$ cat src/rtl/change_dispense_ctrl.sv
// Change payout sequencer: pays an amount in quarters, dimes and nickels, largest first,
// one hopper-acknowledged coin at a time, and tracks the per-denomination inventory.
module change_dispense_ctrl #(
  parameter int CNT_W       = 6,
  parameter int Q_INIT      = 8,
  parameter int D_INIT      = 8,
  parameter int N_INIT      = 8,
  parameter int ACK_TIMEOUT = 15
) (
  input  logic             clock,
  input  logic             reset,
  input  logic             req_i,
  input  logic [7:0]       amount_i,
  input  logic             eject_ack_i,
  input  logic             refill_i,
  input  logic [2:0]       refill_coin_i,
  output logic [2:0]       eject_o,
  output logic             busy_o,
  output logic             done_o,
  output logic             error_o,
  output logic [7:0]       remaining_o,
  output logic [CNT_W-1:0] q_cnt_o,
  output logic [CNT_W-1:0] d_cnt_o,
  output logic [CNT_W-1:0] n_cnt_o,
  output logic [2:0]       state_o
);

  // Handshake: eject_o is a one-cycle strobe; the hopper answers with a single-cycle
  // eject_ack_i, which is only looked at while waiting for it.

  typedef enum logic [2:0] {
    S_IDLE,
    S_SELECT,
    S_EJECT,
    S_WAIT_ACK,
    S_DONE,
    S_ERR
  } state_e;

  localparam int TMO_W = (ACK_TIMEOUT < 2) ? 1 : $clog2(ACK_TIMEOUT + 1);
  localparam logic [TMO_W-1:0] TMO_LAST = TMO_W'(ACK_TIMEOUT - 1);
  localparam logic [CNT_W-1:0] CNT_MAX  = {CNT_W{1'b1}};
  localparam logic [CNT_W-1:0] CNT_ONE  = CNT_W'(1);
  localparam logic [2:0] COIN_Q = 3'b100;
  localparam logic [2:0] COIN_D = 3'b010;
  localparam logic [2:0] COIN_N = 3'b001;

  state_e           state_q, state_d;
  logic [2:0]       coin_q, coin_d;
  logic [7:0]       rem_q, rem_d;
  logic [TMO_W-1:0] tmo_q, tmo_d;
  logic [CNT_W-1:0] q_cnt_q, q_cnt_d;
  logic [CNT_W-1:0] d_cnt_q, d_cnt_d;
  logic [CNT_W-1:0] n_cnt_q, n_cnt_d;

  always_ff @(posedge clock or posedge reset) begin
    if (reset) begin
      state_q <= S_IDLE;
      coin_q  <= 3'b000;
      rem_q   <= 8'd0;
      tmo_q   <= '0;
      q_cnt_q <= CNT_W'(Q_INIT);
      d_cnt_q <= CNT_W'(D_INIT);
      n_cnt_q <= CNT_W'(N_INIT);
    end else begin
      state_q <= state_d;
      coin_q  <= coin_d;
      rem_q   <= rem_d;
      tmo_q   <= tmo_d;
      q_cnt_q <= q_cnt_d;
      d_cnt_q <= d_cnt_d;
      n_cnt_q <= n_cnt_d;
    end
  end

  always_comb begin
    state_d = state_q;
    coin_d  = coin_q;
    rem_d   = rem_q;
    tmo_d   = tmo_q;
    q_cnt_d = q_cnt_q;
    d_cnt_d = d_cnt_q;
    n_cnt_d = n_cnt_q;
    eject_o = 3'b000;
    done_o  = 1'b0;
    error_o = 1'b0;

    case (state_q)
      S_IDLE: begin
        // A refill landing on the same edge as a request is still counted.
        if (refill_i) begin
          case (refill_coin_i)
            COIN_Q:  if (q_cnt_q != CNT_MAX) q_cnt_d = q_cnt_q + CNT_ONE;
            COIN_D:  if (d_cnt_q != CNT_MAX) d_cnt_d = d_cnt_q + CNT_ONE;
            COIN_N:  if (n_cnt_q != CNT_MAX) n_cnt_d = n_cnt_q + CNT_ONE;
            default: ;
          endcase
        end
        if (req_i) begin
          rem_d   = amount_i;
          state_d = ((amount_i % 8'd5) == 8'd0) ? S_SELECT : S_ERR;
        end
      end
      S_SELECT: begin
        if (rem_q == 8'd0) begin
          state_d = S_DONE;
        end else if (rem_q >= 8'd25 && q_cnt_q != '0) begin
          coin_d  = COIN_Q;
          state_d = S_EJECT;
        end else if (rem_q >= 8'd10 && d_cnt_q != '0) begin
          coin_d  = COIN_D;
          state_d = S_EJECT;
        end else if (rem_q >= 8'd5 && n_cnt_q != '0) begin
          coin_d  = COIN_N;
          state_d = S_EJECT;
        end else begin
          state_d = S_ERR;
        end
      end
      S_EJECT: begin
        eject_o = coin_q;
        tmo_d   = '0;
        state_d = S_WAIT_ACK;
      end
      S_WAIT_ACK: begin
        // An ack on the final allowed cycle still counts as a paid coin.
        if (eject_ack_i) begin
          case (coin_q)
            COIN_Q: begin
              q_cnt_d = q_cnt_q - CNT_ONE;
              rem_d   = rem_q - 8'd25;
            end
            COIN_D: begin
              d_cnt_d = d_cnt_q - CNT_ONE;
              rem_d   = rem_q - 8'd10;
            end
            default: begin
              n_cnt_d = n_cnt_q - CNT_ONE;
              rem_d   = rem_q - 8'd5;
            end
          endcase
          state_d = S_SELECT;
        end else if (tmo_q == TMO_LAST) begin
          state_d = S_ERR;
        end else begin
          tmo_d = tmo_q + TMO_W'(1);
        end
      end
      S_DONE: begin
        done_o  = 1'b1;
        state_d = S_IDLE;
      end
      S_ERR: begin
        error_o = 1'b1;
        state_d = S_IDLE;
      end
      default: state_d = S_IDLE;
    endcase
  end

  assign busy_o      = (state_q != S_IDLE);
  assign remaining_o = rem_q;
  assign q_cnt_o     = q_cnt_q;
  assign d_cnt_o     = d_cnt_q;
  assign n_cnt_o     = n_cnt_q;
  assign state_o     = state_q;

endmodule
$ cat config.mk
export PLATFORM = sky130hd
export DESIGN_NAME = change_dispense_ctrl
export DESIGN_NICKNAME = d
export VERILOG_FILES = /design/src/rtl/change_dispense_ctrl.sv
export SDC_FILE = /design/constraint.sdc
export NUM_CORES = 1
export LEC_CHECK = 0
export ABC_CLOCK_PERIOD_IN_PS = 3310
export BUFFER_PORTS_ARGS = -buffer_cell sky130_fd_sc_hd__buf_4
export CORE_MARGIN = 2
export CORE_UTILIZATION = 35
export DETAILED_ROUTE_END_ITERATION = 10
export PLACE_DENSITY_LB_ADDON = 0.15
export SETUP_SLACK_MARGIN = 0.2
export SKIP_CTS_REPAIR_TIMING = 1
export SYNTH_ARGS = -nofsm -noshare
export SYNTH_HDL_FRONTEND = slang
export SYNTH_SLANG_ARGS = --single-unit
$ cat constraint.sdc
create_clock -name clock -period 3.31 [get_ports clock]
set_clock_uncertainty 0.05 [all_clocks]
set_input_delay 0.331 -clock clock [delete_from_list [all_inputs] [get_ports clock]]
set_output_delay 0.331 -clock clock [all_outputs]
set_load 0.005 [all_outputs]
==> reports/results.tsv, run 1 <==
stage	metric	value	unit
run_status	outcome	finished clean	
cells_and_area	drive_above_1_share	0.1933	
power	internal_power	1.841	mW
cells_and_area	final_cell_mix	buf_4, dfrtp_1, o21ai_0	
cells_and_area	area_growth	16.53	%
clock_network	clock-root-buffer	clkbuf_8	
routing	vias	3018	
global_routing	track_usage	0.1712	
global_routing	grt_max_degree	37	
worst_hold_path	min-delay-path-class	in2async	
clock_network	htreeDepth	2	
routing	dr.pass1.iters	4	
timing	slew_headroom	0.4266	
clock_network	numCtsBuffers	5	
cells_and_area	layout_commonest_cell	buf_4	
cells_and_area	nNetsFinal	487	
power	clockPowerShare	0.098	
clock_network	clockBufferDepth	2	
global_routing	grt-ovfl-total	0	
global_routing	first_global_vias	2892	
timing	min_period	2.523	ns
placed_design	postPlaceCellArea	0.003831	sq mm
timing	worstMarginPinSlew	0.8583	ns
logic_synthesis	syn_nets	444	
logic_synthesis	yosys.area.top_type_share	0.2452	
logic_synthesis	synth_area_leaders	dfrtp_1, ha_1, xnor2_1, o21ai_0, a21oi_1	
logic_synthesis	ys_types	79	
routing	wl_per_cell	15.04	um
floorplan	dieWidth	102.1	um
logic_synthesis	async_flop_share	1.000	
timing	fmax	396.3	MHz
clock_network	tritoncts	yes	
power	total_power	3.512	mW
routing	ant_nets	0	
power	power_frac_comb	0.617	
power	peakVddDrop	0.2238	mV
power	power.density	894.7	mW/mm^2
routing	via_per_inst	5.258	
placed_design	routabilityCongestion	0.8580	
placed_design	detailed_place_hpwl	6501	um
floorplan	die_y	102.1	um
routing	drc_errors	0	
cells_and_area	postLayoutCellArea	0.003925	sq mm
floorplan	io_pins	51	
worst_setup_path	arrival	2.66	ns
placed_design	port_buffers	50	
timing	period_share	0.7623	
worst_setup_path	crit_required	3.44	ns
worst_setup_path	cp_max_fo	16	
floorplan	rows	35	
timing	rsz0062_at_grt	no	
timing	final-hold-violation-count	0	
clock_network	clk_pin_slew	0.09	ns
power	swShare	0.4757	
logic_synthesis	synth_seq_area_share	0.2686	
power	seq_power_share	0.285	
timing	slew_viol_final	0	
timing	setup_viol_count_final	0	
logic_synthesis	postSynthCellCount	401	
cells_and_area	n_antenna_cell	0	
timing	tns	0	ns
logic_synthesis	synth-main-ff-cell	dfrtp_1	
floorplan	core-area	0.009284	sq mm
routing	drt_iter0_drc	132	
worst_setup_path	crit_type	reg2reg	
logic_synthesis	ys_ff_latch	36	
power	switchingPower	1.670	mW
global_routing	grt_first_pass_wirelength	14240	um
logic_synthesis	yosysTopAreaCell	dfrtp_1	
logic_synthesis	syn_avg_cell_area	8.400	sq um
cells_and_area	nFillCells	1004	
clock_network	clkSinkCount	36	
floorplan	die_area	0.01042	sq mm
routing	totalWireLength	8633	um
global_routing	antenna_found_initial	0	
flow_run	drv_cap	0	
worst_setup_path	cp-end-kind	flop	
logic_synthesis	synth_edf_count	0	
floorplan	start_util	0.3628	
logic_synthesis	netlist_area	0.003368	sq mm
logic_synthesis	synth_warnings	0	
worst_setup_path	start_kind	flop	
clock_network	clk_latency	0.30	ns
power	leakage	1.736	nW
[cells in the mapped netlist, types with 3 or more instances]
cell      instances
clkbuf_1         10
o21bai_1          3
o22ai_1           4
a21o_1            6
o221ai_1          4
nand2_1          30
and2_1            6
o21ai_1           9
nand3b_1          4
nor4_1            4
dfrtp_1          33
o21ai_0          31
nor2_1           24
nor2b_1           3
a22oi_1           3
nand3_1           5
fa_1              3
xnor2_1          19
nor3b_1           9
buf_4             3
a31oi_1           7
nand4_1           4
xor2_1           12
a21oi_1          28
buf_2             3
ha_1             24
a211oi_1          6
inv_1            28
or3_1             4
nor3_1           10
dfstp_2           3
[per-layer routing]
| metal | part of all wire | routed length (um) | up-vias | track usage |
|---|---|---|---|---|
| li1 | - | - | 1539 | - |
| met3 | 0.033 | 285 | 9 | 0.02804 |
| met4 | 0.013 | 112 | 0 | 0.04513 |
| met2 | 0.47 | 4079 | 51 | 0.2955 |
| met5 | 0 | 0 | - | 0 |
| met1 | 0.48 | 4155 | 1419 | 0.2225 |
[critical path: stages, from the launching register on]
cell	delay (ns)
dfrtp_1	0.49
inv_1	0.15
nand3_2	0.10
inv_2	0.27
ha_1	0.30
a21o_1	0.18
a21oi_1	0.24
o21bai_1	0.09
a21oi_1	0.19
xnor2_1	0.14
nand2_1	0.08
xnor2_1	0.14
[cell type report]
| class | count | area [sq um] | area share |
|---|---|---|---|
| clock buffers | 7 | 86.33 | 0.02200 |
| clock inverters | 1 | 7.507 | 0.001913 |
| inverters | 29 | 108.9 | 0.02773 |
| multi-input cells | 317 | 2243 | 0.5716 |
| flip-flops and latches | 36 | 904.6 | 0.2305 |
| well taps | 129 | 161.4 | 0.04112 |
| repair buffers | 55 | 412.9 | 0.1052 |
[sequential cells by signal, summed over array words and instances, names as in the netlist]
signal / flops
coin_q: 3
d_cnt_o: 6
tmo_q: 4
state_o: 3
remaining_o: 8
q_cnt_o: 6
n_cnt_o: 6
[power groups by stage]
stage,Sequential (mW),Clock (mW),Combinational (mW)
5_1_grt,1.05,0.371,2.46
4_1_cts,1.00,0.358,2.18
3_5_place_dp,1.01,0,2.17
3_3_place_gp,0.998,0,2.14
2_1_floorplan,0.881,0,1.57
6_report,1.00,0.344,2.17
[stage by stage]
| step | setup WS [ns] | hold WS (ns) | util | cells |
|---|---|---|---|---|
| 6_report | 0.7866 | 0.09300 | 0.4228 | 574 |
| 2_1_floorplan | 0.3973 | 0.4374 | - | 401 |
| 3_3_place_gp | 0.7255 | 0.4374 | 0.4127 | 566 |
| 3_5_place_dp | 0.6449 | 0.4393 | 0.4127 | 566 |
| 4_1_cts | 0.7688 | 0.1156 | 0.4228 | 574 |
| 5_1_grt | 0.5113 | 0.1420 | 0.4228 | 574 |
[cell families (layout without fill, tap and decap cells)]
| group | count (synthesis) | count (layout) | share of synthesized area |
|---|---|---|---|
| DFF | 36 | 36 | 0.2686 |
| AOI/OAI and AO/OA | 124 | 124 | 0.2403 |
| xor gates and xnor gates | 31 | 31 | 0.08061 |
| adders and majority gates | 27 | 27 | 0.1070 |
| muxes | 3 | 3 | 0.01003 |
| buffers and inverters | 48 | 92 | 0.06538 |
| and+or+nand+nor | 132 | 132 | 0.2281 |
[path summary, 6_finish.rpt]
path / from / end / slack, ns / cells past startpoint
setup / recovery: state_o[2]$_DFFE_PP0P_ / n_cnt_o[5]$_DFFE_PP0P_ / 0.79 / 11
hold / removal: reset / remaining_o[4]$_DFFE_PP0P_ / 0.09 / 3
setup reg to reg: state_o[2]$_DFFE_PP0P_ / n_cnt_o[5]$_DFFE_PP0P_ / 0.79 / 11
hold reg to reg: q_cnt_o[3]$_DFFE_PP1P_ / q_cnt_o[3]$_DFFE_PP1P_ / 0.46 / 2
max in group asynchronous: reset / d_cnt_o[3]$_DFFE_PP1P_ / 2.75 / 3
min in group clock: amount_i[0] / remaining_o[0]$_DFFE_PP0P_ / 0.34 / 3
Power figures use the tool's default switching activity.
==> run 2, diff against run 1 <==
--- a/config.mk
+++ b/config.mk
@@ -5,7 +5,7 @@
 export SDC_FILE = /design/constraint.sdc
 export NUM_CORES = 1
 export LEC_CHECK = 0
-export ABC_CLOCK_PERIOD_IN_PS = 3310
+export ABC_CLOCK_PERIOD_IN_PS = 2260
 export BUFFER_PORTS_ARGS = -buffer_cell sky130_fd_sc_hd__buf_4
 export CORE_MARGIN = 2
 export CORE_UTILIZATION = 35
==> constraint.sdc (replaced) <==
create_clock -name clock -period 2.26 [get_ports clock]
set_clock_uncertainty 0.05 [all_clocks]
set_input_delay 0.226 -clock clock [delete_from_list [all_inputs] [get_ports clock]]
set_output_delay 0.226 -clock clock [all_outputs]
set_load 0.005 [all_outputs]
==> reports/results.tsv, run 2 (synthesized netlist as in run 1, its figures left out) <==
stage	metric	value	unit	change
timing	fmax	466.5	MHz	+18%
clock_network	tritoncts	yes		
timing	rsz0062_at_grt	yes		
worst_hold_path	min-delay-path-class	in2async		
worst_setup_path	cp-end-kind	flop		
global_routing	grt-ovfl-total	0		unchanged
clock_network	clk_latency	0.30	ns	about the same
placed_design	detailed_place_hpwl	6953	um	+7.0%
cells_and_area	final_cell_mix	buf_4, nand2_1, dfrtp_1		
routing	drc_errors	0		unchanged
timing	slew_viol_final	0		unchanged
power	leakage	2.047	nW	+18%
cells_and_area	fin_util	0.4992		+0.07642
timing	setup_viol_count_final	0		unchanged
cells_and_area	n_antenna_cell	0		unchanged
worst_setup_path	arrival	2.32	ns	-0.34 ns
cells_and_area	postLayoutCellArea	0.004634	sq mm	+18%
cells_and_area	largest_reg_flops	8		unchanged
power	peakVddDrop	0.4052	mV	+81%
timing	slew_headroom	0.5956		+0.1690
timing	final-hold-violation-count	20		+20
global_routing	first_global_vias	3014		+4.2%
routing	drt_iter0_drc	117		-11%
flow_run	drv_cap	0		unchanged
power	power.density	1370	mW/mm^2	+53%
clock_network	clockBufferDepth	2		unchanged
worst_setup_path	slowest_stage	dfrtp_2		
floorplan	dieWidth	102.1	um	unchanged
clock_network	clk_pin_slew	0.09	ns	about the same
routing	vias	3259		+8.0%
run_status	outcome	complete, but fails checks		
timing	final.setup.worst_slack	0.1166	ns	-0.6701 ns
timing	holdWs	-0.02389	ns	-0.1169 ns
routing	totalWireLength	9487	um	+9.9%
worst_setup_path	critPathMaxStageDelay	0.43	ns	-0.06 ns
floorplan	die_y	102.1	um	unchanged
timing	min_period	2.143	ns	-0.3799 ns
cells_and_area	area_growth	37.59	%	
global_routing	antenna_found_initial	0		unchanged
placed_design	routabilityCongestion	0.8858		+3.2%
clock_network	numCtsBuffers	5		unchanged
floorplan	core-area	0.009284	sq mm	unchanged
routing	via_per_inst	5.214		-0.83%
placed_design	preCtsSetupSlack	-0.01814	ns	-0.6630 ns
clock_network	clock-root-buffer	clkbuf_8		
cells_and_area	fin_cells	625		+8.9%
timing	worstMarginPinSlew	0.6067	ns	-0.2516 ns
cells_and_area	layout_commonest_cell	buf_4		
placed_design	postPlaceCellArea	0.004220	sq mm	+10%
cells_and_area	nNetsFinal	538		+10%
routing	ant_nets	0		unchanged
global_routing	track_usage	0.1790		+0.007778
worst_setup_path	crit_type	reg2reg		
floorplan	die_area	0.01042	sq mm	unchanged
timing	tns	0	ns	unchanged
worst_setup_path	crit_required	2.44	ns	-1.00 ns
global_routing	grt_max_degree	37		unchanged
worst_setup_path	path_cells	inv_4 -> ha_1 -> o31ai_2 -> a22oi_2 -> a221oi_4 -> a211oi_1 -> or4_1 -> a31oi_1		
floorplan	io_pins	51		unchanged
placed_design	port_buffers	50		unchanged
global_routing	grt_first_pass_wirelength	14870	um	+4.4%
run_status	violations	hold timing		
worst_setup_path	r2r_slack	0.12	ns	-0.67 ns
floorplan	rows	35		unchanged
floorplan	start_util	0.3628		unchanged
clock_network	clkSinkCount	36		unchanged
cells_and_area	drive_above_1_share	0.3548		+0.1616
routing	wl_per_cell	15.18	um	+0.93%
timing	period_share	0.9484		+0.1861
placed_design	dpl.cell_count	603		+6.5%
routing	dr.pass1.iters	4		unchanged
worst_setup_path	start_kind	flop		
clock_network	htreeDepth	2		unchanged
worst_setup_path	cp_max_fo	4		-12
==> run 2: stage by stage <==
| stage | hold slack [ns] | total power [mW] |
|---|---|---|
| floorplan | 0.3406 | 3.760 |
| global placement | 0.3331 | 5.097 |
| detailed placement | 0.3383 | 5.194 |
| CTS | 0.009509 | 5.800 |
| global route | 0.03455 | 6.920 |
| finish | -0.02389 | 6.351 |
==> run 2: path summary, 6_finish.rpt <==
check	start	end	cells after the start
min in group clock	amount_i[1]	remaining_o[1]$_DFFE_PP0P_	3
hold reg to reg	n_cnt_o[5]$_DFFE_PP0P_	n_cnt_o[5]$_DFFE_PP0P_	1
hold / removal	reset	n_cnt_o[1]$_DFFE_PP0P_	3
max in group asynchronous	reset	remaining_o[2]$_DFFE_PP0P_	3
setup / recovery	remaining_o[0]$_DFFE_PP0P_	state_o[2]$_DFFE_PP0P_	8
setup reg to reg	remaining_o[0]$_DFFE_PP0P_	state_o[2]$_DFFE_PP0P_	8
==> run 2: layout make-up <==
type,instances,area [sq um]
inverters,29,126.4
repair inverters,1,8.758
clock inverters,3,42.54
fillers,934,4649
well taps,129,161.4
multi-input cells,317,2509
flip-flops and latches,36,909.6
clock buffers,5,68.82
repair buffers,105,808.3
==> run 2: report_power, final <==
part | switching (mW) | total (mW) | internal, mW
Clock | 0.268 | 0.595 | 0.327
Combinational | 2.26 | 4.44 | 2.18
Sequential | 0.363 | 1.32 | 0.956
==> run 2: metal layers <==
| metal | vias up | part of all wire | global-route usage |
|---|---|---|---|
| li1 | 1650 | - | - |
| met1 | 1553 | 0.48 | 0.2457 |
| met2 | 48 | 0.48 | 0.2966 |
| met3 | 8 | 0.029 | 0.02462 |
| met4 | 0 | 0.010 | 0.04821 |
| met5 | - | 0 | 0 |
==> run 2: worst max-delay path, delay by kind of cell, from the launching register on <==
family | cells | cell delay (ns)
buffers and inverters | 1 | 0.06
AND/OR/NAND/NOR | 1 | 0.43
AO/OA/AOI/OAI | 5 | 0.91
flip-flops | 1 | 0.43
adder cells (fa/ha/maj) | 1 | 0.20
